### src/rtl/muldiv_unit.sv
// Iterative signed multiply/divide sequencer for MULT/DIV.
// Radix-2 Booth multiply (32 cycles) and restoring divide on magnitudes (32 cycles + sign fix).
module muldiv_unit (
  input  logic        clk,
  input  logic        reset,
  input  logic        start,
  input  logic        op,
  input  logic [31:0] A,
  input  logic [31:0] B,
  output logic        busy,
  output logic        done,
  output logic        div_zero,
  output logic [31:0] HI,
  output logic [31:0] LO
);

  typedef enum logic [2:0] {IDLE, MULT_RUN, DIV_RUN, DIV_FIX, DONE} state_t;

  state_t      state_q, state_d;
  logic [5:0]  cnt_q, cnt_d;
  logic [31:0] p_q, p_d, q_q, q_d, m_q, m_d;
  logic        q1_q, q1_d;
  logic [31:0] r_q, r_d, d_q, d_d;
  logic        sa_q, sa_d, sb_q, sb_d;
  logic        dz_q, dz_d;
  logic [31:0] hi_q, hi_d, lo_q, lo_d;

  logic [32:0] booth_sum;
  logic [32:0] r_sh;
  logic [31:0] abs_a, abs_b;

  always_comb begin
    abs_a = A[31] ? -A : A;
    abs_b = B[31] ? -B : B;
    // One extra sign bit so P-=M with M=-2^31 cannot overflow before the shift.
    booth_sum = {p_q[31], p_q};
    case ({q_q[0], q1_q})
      2'b01:   booth_sum = {p_q[31], p_q} + {m_q[31], m_q};
      2'b10:   booth_sum = {p_q[31], p_q} - {m_q[31], m_q};
      default: booth_sum = {p_q[31], p_q};
    endcase
    // Remainder stays below D after each step, so 32 stored bits suffice.
    r_sh = {r_q, q_q[31]};
  end

  always_comb begin
    state_d = state_q;
    cnt_d   = cnt_q;
    p_d     = p_q;
    q_d     = q_q;
    q1_d    = q1_q;
    m_d     = m_q;
    r_d     = r_q;
    d_d     = d_q;
    sa_d    = sa_q;
    sb_d    = sb_q;
    dz_d    = dz_q;
    hi_d    = hi_q;
    lo_d    = lo_q;
    case (state_q)
      IDLE: begin
        if (start) begin
          dz_d  = 1'b0;
          cnt_d = 6'd0;
          if (!op) begin
            p_d     = 32'd0;
            q_d     = A;
            q1_d    = 1'b0;
            m_d     = B;
            state_d = MULT_RUN;
          end else if (B != 32'd0) begin
            r_d     = 32'd0;
            q_d     = abs_a;
            d_d     = abs_b;
            sa_d    = A[31];
            sb_d    = B[31];
            state_d = DIV_RUN;
          end else begin
            // D=0 marks the divide-by-zero pass through DIV_FIX (|B| is never 0 otherwise).
            d_d     = 32'd0;
            state_d = DIV_FIX;
          end
        end
      end
      MULT_RUN: begin
        p_d   = booth_sum[32:1];
        q_d   = {booth_sum[0], q_q[31:1]};
        q1_d  = q_q[0];
        cnt_d = cnt_q + 6'd1;
        if (cnt_q == 6'd31) begin
          hi_d    = p_d;
          lo_d    = q_d;
          state_d = DONE;
        end
      end
      DIV_RUN: begin
        if (r_sh >= {1'b0, d_q}) begin
          r_d = 32'(r_sh - {1'b0, d_q});
          q_d = {q_q[30:0], 1'b1};
        end else begin
          r_d = r_sh[31:0];
          q_d = {q_q[30:0], 1'b0};
        end
        cnt_d = cnt_q + 6'd1;
        if (cnt_q == 6'd31) state_d = DIV_FIX;
      end
      DIV_FIX: begin
        if (d_q == 32'd0) begin
          dz_d = 1'b1;
        end else begin
          lo_d = (sa_q ^ sb_q) ? -q_q : q_q;
          hi_d = sa_q ? -r_q : r_q;
        end
        state_d = DONE;
      end
      DONE:    state_d = IDLE;
      default: state_d = IDLE;
    endcase
  end

  always_ff @(posedge clk or negedge reset) begin
    if (!reset) begin
      state_q <= IDLE;
      cnt_q   <= 6'd0;
      p_q     <= 32'd0;
      q_q     <= 32'd0;
      q1_q    <= 1'b0;
      m_q     <= 32'd0;
      r_q     <= 32'd0;
      d_q     <= 32'd0;
      sa_q    <= 1'b0;
      sb_q    <= 1'b0;
      dz_q    <= 1'b0;
      hi_q    <= 32'd0;
      lo_q    <= 32'd0;
    end else begin
      state_q <= state_d;
      cnt_q   <= cnt_d;
      p_q     <= p_d;
      q_q     <= q_d;
      q1_q    <= q1_d;
      m_q     <= m_d;
      r_q     <= r_d;
      d_q     <= d_d;
      sa_q    <= sa_d;
      sb_q    <= sb_d;
      dz_q    <= dz_d;
      hi_q    <= hi_d;
      lo_q    <= lo_d;
    end
  end

  assign busy     = (state_q != IDLE);
  assign done     = (state_q == DONE);
  assign div_zero = dz_q;
  assign HI       = hi_q;
  assign LO       = lo_q;

endmodule

### config.mk
export PLATFORM = sky130hd
export DESIGN_NAME = muldiv_unit
export DESIGN_NICKNAME = d
export VERILOG_FILES = /design/src/rtl/muldiv_unit.sv
export SDC_FILE = /design/constraint.sdc
export NUM_CORES = 1
export LEC_CHECK = 0
export CAP_MARGIN = 20
export CORE_MARGIN = 1.5
export CORE_UTILIZATION = 58
export CTS_BUF_LIST = sky130_fd_sc_hd__clkbuf_16
export DETAILED_ROUTE_END_ITERATION = 7
export GPL_ROUTABILITY_DRIVEN = 0
export PLACE_DENSITY = 0.9
export SETUP_SLACK_MARGIN = 0.1
export SYNTH_ARGS = -nofsm -noshare
export SYNTH_HDL_FRONTEND = slang
export SYNTH_SLANG_ARGS = --single-unit
export TNS_END_PERCENT = 5
### constraint.sdc
create_clock -name clk -period 8.58 [get_ports clk]
set_input_delay 1.287 -clock clk [delete_from_list [all_inputs] [get_ports clk]]
set_output_delay 1.287 -clock clk [all_outputs]
set_load 0.005 [all_outputs]
; ---- Word level (Yosys, flattened, before mapping)
; Index checks and enable logic that the tools add are counted.
[word_totals]
in_bits = 68
out_inout_bits = 67
word_cells = 100
register_bits = 237
[classes]
eq_ne = 16
n_reduce_logical = 21
mux = 39
bitwise = 2
magnitude_cmp = 1
n_addsub = 8
[ops]
columns = op, count
row1 = 32-bit two-way mux, 18
row2 = 32-bit one-hot mux with 2 select lines, 4
row3 = 32-bit negation, 4
row4 = 32-bit one-hot mux with 3 select lines, 1
row5 = 33-bit one-hot mux with 2 select lines, 1
row6 = 32-bit by 32-bit adder with 33-bit output, 1
row7 = 33-bit by 32-bit greater-or-equal comparator with 1-bit output, 1
row8 = 32-bit by 32-bit subtractor with 33-bit output, 1
row9 = 32-bit zero test, 1
row10 = 32-bit nonzero test, 1
row11 = 32-bit subtractor, 1
row12 = 3-bit AND reduction, 7
row13 = 2-bit != test (second input constant), 8
row14 = 3-bit one-hot mux with 4 select lines, 1
row15 = 6-bit one-hot mux with 2 select lines, 1
row16 = 2-bit nonzero test, 5
row17 = 3-bit two-way mux, 3
row18 = 4-bit AND reduction, 2
row19 = 6-bit by 1-bit adder with 6-bit output (second input constant), 1
row20 = 3-bit by 2-bit equality test with 1-bit output (second input constant), 2
row21 = 6-bit by 5-bit equality test with 1-bit output (second input constant), 1
row22 = 1-bit two-way mux, 6
row23 = 6-bit two-way mux, 1
row24 = 3-bit nonzero test, 2
row25 = 12 further kinds, 13

; ---- Depth between registers and ports, before layout
; Gate-level depths: netlist of the first run.
[logic_depth]
depth_word = 6
depth_mapped = 20
mapped_depth_nobuf = 19

; ---- Worst setup path after synthesis of the first run
; OpenSTA, ideal clock, no wires.
[synth_timing]
path_type = reg2reg
from = register m_q[3]
to = register p_q[31]
setup_slack_ns = 4.495
arrival_ns = 4.016
setup_time_ns = 0.069
required_ns = 8.511
stages_incl_launch_ff = 19
path_cell_list = dfrtp_1 -> nor2_1 -> nor4b_1 -> nand4_1 -> nor2b_1 -> nand2_1 -> nor3_1 -> a21oi_1 -> xnor2_1 -> ha_1 -> a211o_1 -> a21oi_1 -> o21ai_0 -> a31oi_1 -> mux2_2 -> o31a_1 -> nand3_1 -> or4_1 -> nand3_1
[synth_between]
elab_chain_len = 3
word_cells_on_any_way = 4
classes_between = add/sub (2) / mux (2)
[synth_rtl]
columns = element, line
row1 = "start, declared", 21  ; logic [31:0] p_q, p_d, q_q, q_d, m_q, m_d;
row2 = "start signal, assigned", 142  ; m_q <= m_d;
row3 = 32-bit by 32-bit subtractor with 33-bit output or 32-bit by 32-bit adder with 33-bit output (tied branches), "39, 38"
row4 = 33-bit one-hot mux with 2 select lines *, 37  ; case ({q_q[0], q1_q})
row5 = 32-bit one-hot mux with 2 select lines *, 60  ; case (state_q)
row6 = "end signal, assigned", 139  ; p_q <= p_d;
row7 = "end, declared", 21
; Mark *: on every way between the ends. The rest lies on a longest branch, timed or not.
; A chain may end at the register's enable or synchronous reset.

; ---- Worst setup path in the final report of the first run
[layout_timing]
from = register m_q[2]
to = register hi_q[31], in the netlist HI[31]
[layout_between]
elab_chain_len = 4
word_cells_on_any_way = 5
classes_between = add/sub (2) / mux (3)
[layout_rtl]
columns = element, line
row1 = 32-bit by 32-bit subtractor with 33-bit output or 32-bit by 32-bit adder with 33-bit output (tied branches), "39, 38"
row2 = 33-bit one-hot mux with 2 select lines *, 37
row3 = 32-bit two-way mux *, 90  ; if (cnt_q == 6'd31) begin
row4 = 32-bit one-hot mux with 2 select lines *, 60
row5 = "end signal, assigned", 148  ; hi_q <= hi_d;
row6 = "end, declared", 26  ; logic [31:0] hi_q, hi_d, lo_q, lo_d;
; Mark *: on every way between the ends. The rest lies on a longest branch, timed or not. The select of a mux whose other input is x is not followed.

==> results of run 1 <==
## worst max-delay path: cells and delay by family (launching register included)
family                   cells  cell delay (ps)
XOR/XNOR                     1              150
AO/OA/AOI/OAI                7             1330
adder cells (fa/ha/maj)      1              410
flip-flops                   1              430
AND/OR/NAND/NOR              8             2210
multiplexers                 2              510
## cells by family (layout without fill, tap and decap cells)
family	count (synthesis)	in the layout	share of synthesized area, %
xor+xnor	192	192	9.85
mux	47	47	2.97
buf+inv	197	273	4.58
compound gates	704	704	25.5
other cells	0	1	0
flops	237	237	34.7
fa+ha+maj	73	73	5.44
simple gates	622	622	16.9
## worst max path at each step
stage | from | to | slack [ps] | cells after the start
final | m_q[2] | HI[31] | 3430 | 19
after floorplan | m_q[3] | p_q[31] | 4490 | 18
after global placement | m_q[3] | p_q[31] | 3780 | 18
after detailed placement | m_q[2] | HI[31] | 3610 | 19
after global routing | m_q[2] | p_q[31] | 3040 | 18
after CTS | m_q[2] | HI[31] | 3580 | 19
## synth_stat cells, types with 29 or more instances
cell type / n
clkbuf_1: 109
xor2_1: 100
nor3_1: 33
a221oi_1: 29
a21o_1: 35
o21ai_0: 229
nor2_1: 146
dfrtp_1: 237
inv_1: 71
mux2_2: 30
nand2_1: 258
a22oi_1: 31
o21ai_1: 37
ha_1: 71
xnor2_1: 92
a21oi_1: 160
## cell usage in the layout (no fill, tap or decap), drive strengths merged, types with 30 or more instances in the layout
cell and n:
a21o 35, a21oi 161, a221oi 30, a22oi 31
clkdlybuf4s50 133, dfrtp 237, ha 71, inv 73
mux2 30, nand2 258, nor2 147, nor3 33
nor4 31, o21ai 267, xnor2 92, xor2 100
## area by class of cell
type,count,area (um^2)
flip-flops and latches,237,5930
well taps,384,480
fillers,2118,9300
inverters,71,267
clock inverters,21,240
multi-input cells,1638,10400
diodes,1,2.50
repair buffers,154,1540
clock buffers,27,676
## state kept, by name, indices dropped and copies added (netlist names), 3 cells and up
signal	count
LO	32
state_q	3
m_q	32
cnt_q	6
d_q	32
q_q	32
HI	32
p_q	32
r_q	32
## through the flow
step	std cells	setup slack (ps)	hold WS (ps)	instance area (um^2)
2_1_floorplan	2072	4490	450	17100
3_3_place_gp	2481	3780	460	18600
3_5_place_dp	2482	3610	465	18600
4_1_cts	2530	3580	479	19500
5_1_grt	2532	3040	509	19600
6_report	2533	3430	475	19600
## routing by layer
metal  up-vias  GRT usage (%)  wire, um
met4         2           16.7      2850
met2      1016           53.8     23900
met1      7973           41.9     19700
met3       232           7.07      5520
met5         -          0.962        36
li1       7589              -         -
==> results.cfg, run 1 <==
[drt]
drt_iter0_drc = 2178
remaining_drc_errors = 0
num_vias = 16800
wirelength_um = 51900
final_antenna_net_count = 0
dr.pass1.iters = 7
via_per_inst = 6.64
wire_per_inst_um = 20.5

[global_route]
grt_max_degree = 127
grt_pass1_wl_um = 81800
grt_pass1_vias = 16100
grt.total_usage_pct = 33.2
antenna_found_initial = 0
overflow = 0

[run]
drv_cap = 0

[sta]
hold_violations = 0
clock.fmax_ghz = 0.194
tightestPinTransition_ps = 1080
setup_violations = 0
fin_crit_ps = 5150
setup-tns-final_ps = 0
timing.final.max_slew_violations = 0
relSlewSlack_pct = 28.2
period_share_pct = 60.0
fin_skew_ps = 23.3
rsz0062_at_grt = false

[logic_synthesis]
yosys_most_used_dff = dfrtp_1
synthTopCellsByArea = dfrtp_1 35%, o21ai_0 6.7%, nand2_1 5.7%, ha_1 5.2%, xor2_1 5.1%
syn_area_um2 = 17100
synth_nets = 2213
synth_edf_count = 0
synth_seq_cells = 237
yosysUniqueCellTypes = 72
synth_warnings = 0
synth_top_area_cell = dfrtp_1
syn_inst = 2072
ys_async_sr_fraction_pct = 100
avgSynthCellArea_um2 = 8.24
synth_top_area_share_pct = 34.7
ys_seq_area_share_pct = 34.7

[setup_path]
criticalPathCategory = flop to flop
crit_top_cell = a21oi_1
required_ps = 9010
crit_fanout = 11
crit_arrival_ps = 5580
crit_chain = nor2_1 -> nor4b_1 -> nand4_1 -> nor2b_1 -> nand2_1 -> nor3_1 -> a21oi_1 -> xnor2_1 -> ha_1 -> a211o_1 -> a21oi_1 -> o21ai_0 -> a31oi_1 -> nand2_1 -> mux2_2 -> o31a_1 -> nand3_1 -> mux2i_1 -> a21oi_1
max_stage_delay_ps = 730
cp_slowest_cell = nor4b_1
setup.worst_path.end_class = flop
startpoint_type = flop
reg2reg_slack_ps = 3430
reg2reg_depth = 19
r2r_end = HI[31]
regToRegStartpoint = m_q[2]

[floorplan]
die_y_um = 175
rows = 62
initial_core_util_pct = 59.2
die-area_um2 = 30500
ios = 135
die_w_um = 175
core-area_um2 = 28900

[placed_design]
hpwlAfterDp_um = 37100
io_buffers = 134

[clock_tree]
insertion_delay_ps = 550
clock_path_buffers = 3
cts_tree = built
clock-root-buffer = clkbuf_16
numCtsBuffers = 26
cts-htree-levels = 1
cts_resized = 0
post_cts_buffers = 0
cts_hold_buf = 0
cts_sinks = 237
clk_pin_slew_ps = 70

[worst_hold_path]
hold_class = flop to flop
hp-start = LO[13]
hold_depth = 2
holdPathEnd = LO[13]

[cells_and_area]
drive_gt1_share_pct = 5.54
finalNetCount = 2269
fin_util_pct = 67.8
syn_to_final_growth_pct = 14.5

[outcome]
status = finished clean
Power of run 1 is not shown: default switching activity piles up to over one toggle a cycle in this logic, so the estimate is an artifact.
==> inputs of run 2 (changes only) <==
--- a/config.mk
+++ b/config.mk
@@ -7,11 +7,11 @@
 export LEC_CHECK = 0
 export CAP_MARGIN = 20
 export CORE_MARGIN = 1.5
-export CORE_UTILIZATION = 58
+export CORE_UTILIZATION = 54
 export CTS_BUF_LIST = sky130_fd_sc_hd__clkbuf_16
 export DETAILED_ROUTE_END_ITERATION = 7
 export GPL_ROUTABILITY_DRIVEN = 0
-export PLACE_DENSITY = 0.9
+export PLACE_DENSITY = 0.89
 export SETUP_SLACK_MARGIN = 0.1
 export SYNTH_ARGS = -nofsm -noshare
 export SYNTH_HDL_FRONTEND = slang
==> constraint.sdc (replaced) <==
create_clock -name clk -period 4.15 [get_ports clk]
set_input_delay 0.6225 -clock clk [delete_from_list [all_inputs] [get_ports clk]]
set_output_delay 0.6225 -clock clk [all_outputs]
set_load 0.005 [all_outputs]
==> run 2 against run 1 <==
  * Routed wire length increased by 2.7%
  * Die area increased by 7.3%
  * Clock skew shrank 0.68 ps
  * Sequential share of layout area fell by 0.64 points
  * Clock-buffer cell count stayed put
  * Critical path depth fell by 1
  * Critical path type unchanged
  * Critical endpoint is now p_q[31]
  * Highest routed layer unchanged
==> results.cfg, run 2 (same netlist as run 1, synthesis figures left out) <==
[worst_hold_path]
hold_class = primary input to async pin

[placed_design]
io_buffers = 134
dpl_cell_area_um2 = 18900
hpwlAfterDp_um = 38300
pre_cts_ws_ps = -250

[global_route]
grt_pass1_vias = 15900
antenna_found_initial = 1
grt_pass1_wl_um = 83400
overflow = 0
grt_max_degree = 123
grt.total_usage_pct = 31.4

[sta]
tightestPinTransition_ps = 1010
finalWorstSetupSlack_ps = 153
rsz0062_at_grt = true
fin_skew_ps = 22.6
clock.fmax_ghz = 0.250
hold_violations = 0
period_share_pct = 96.3
setup_violations = 0
fin_crit_ps = 4000
relSlewSlack_pct = 32.5
timing.final.max_slew_violations = 0

[drt]
final_antenna_net_count = 0
drt_iter0_drc = 2482
wirelength_um = 53300
num_vias = 17000
wire_per_inst_um = 20.7
dr.pass1.iters = 6
via_per_inst = 6.60
remaining_drc_errors = 0

[run]
drv_cap = 0

[setup_path]
crit_arrival_ps = 4480
criticalPathCategory = flop to flop
startpoint_type = flop
crit_fanout = 4
required_ps = 4630
setup.worst_path.end_class = flop

[floorplan]
die-area_um2 = 32700
initial_core_util_pct = 55.4
rows = 64
die_y_um = 181
ios = 135
die_w_um = 181
core-area_um2 = 30800

[cells_and_area]
finalNetCount = 2309
n_antenna_cell = 0
syn_to_final_growth_pct = 17.1
layout_commonest_cell = nand2_1
final_cell_area_um2 = 20000
drive_gt1_share_pct = 8.46
mostFrequentLayoutCells = 257 x nand2_1, 234 x dfrtp_1, 222 x o21ai_0, 155 x a21oi_1, 144 x nor2_1
fillers = 2361

[clock_tree]
cts_tree = built
numCtsBuffers = 27
clk_pin_slew_ps = 60
clock_path_buffers = 3
insertion_delay_ps = 550
cts-htree-levels = 1
cts_sinks = 237
clock-root-buffer = clkbuf_16

[outcome]
status = finished clean
==> run 2: layout make-up <==
| type | count | area [um^2] | area share [%] |
|---|---|---|---|
| clock buffer | 27 | 676 | 3.38 |
| multi-input combinational | 1638 | 10600 | 53.0 |
| tap | 396 | 495 | 2.48 |
| inverter | 71 | 267 | 1.33 |
| timing repair buffer | 193 | 1850 | 9.26 |
| sequential | 237 | 5930 | 29.7 |
| clock inverter | 20 | 179 | 0.895 |
==> run 2: final timing paths <==
kind | startpoint | to | slack, ps | cells after the start
max | m_q[3] | p_q[31] | 150 | 18
min | reset | q_q[14] | 160 | 1
max reg2reg | m_q[3] | p_q[31] | 150 | 18
min reg2reg | LO[15] | LO[15] | 480 | 2
max in group asynchronous | reset | r_q[25] | 3030 | 2
min in group clk | LO[15] | LO[15] | 480 | 2
==> run 2: metal layers <==
metal | global-route usage, % | share of wire, % | vias up
li1 | - | - | 7663
met1 | 39.9 | 38 | 8010
met2 | 51.2 | 46 | 1093
met3 | 6.95 | 11 | 278
met4 | 14.6 | 5.8 | 2
met5 | 0 | 0.024 | -
==> run 2: through the flow <==
stage | std cells | hold WS, ps | setup TNS [ps] | util (%)
2_1_floorplan | 2072 | 327 | 0 | -
3_3_place_gp | 2531 | 463 | 0 | 61.4
3_5_place_dp | 2531 | 474 | -988 | 61.4
4_1_cts | 2579 | 224 | 0 | 64.3
5_1_grt | 2582 | 265 | -147 | 64.8
6_report | 2582 | 157 | 0 | 64.8
==> run 2: critical path: stages (launching register included) <==
cell	delay (ps)
dfrtp_2	460
nor2_2	150
nor4b_4	240
nand4_1	240
nor2b_2	220
nand2_1	100
nor3_2	170
a21oi_1	120
xnor2_1	190
ha_1	280
a211o_1	310
a21oi_2	190
o21ai_0	130
a31oi_2	210
mux2_2	190
o31a_1	120
nand3_1	110
or4_1	410
nand3_1	90
==> run 2: what timing repair did <==
action                                 4_1_cts  5_1_grt
setup buffers                                1        2
pin swaps                                    1       11
resized for setup                            7       39
endpoints found under the hold margin        0        0
hold buffers                                 0        0
setup endpoints to repair                   18       34
Power of run 2 is left out for the same reason.
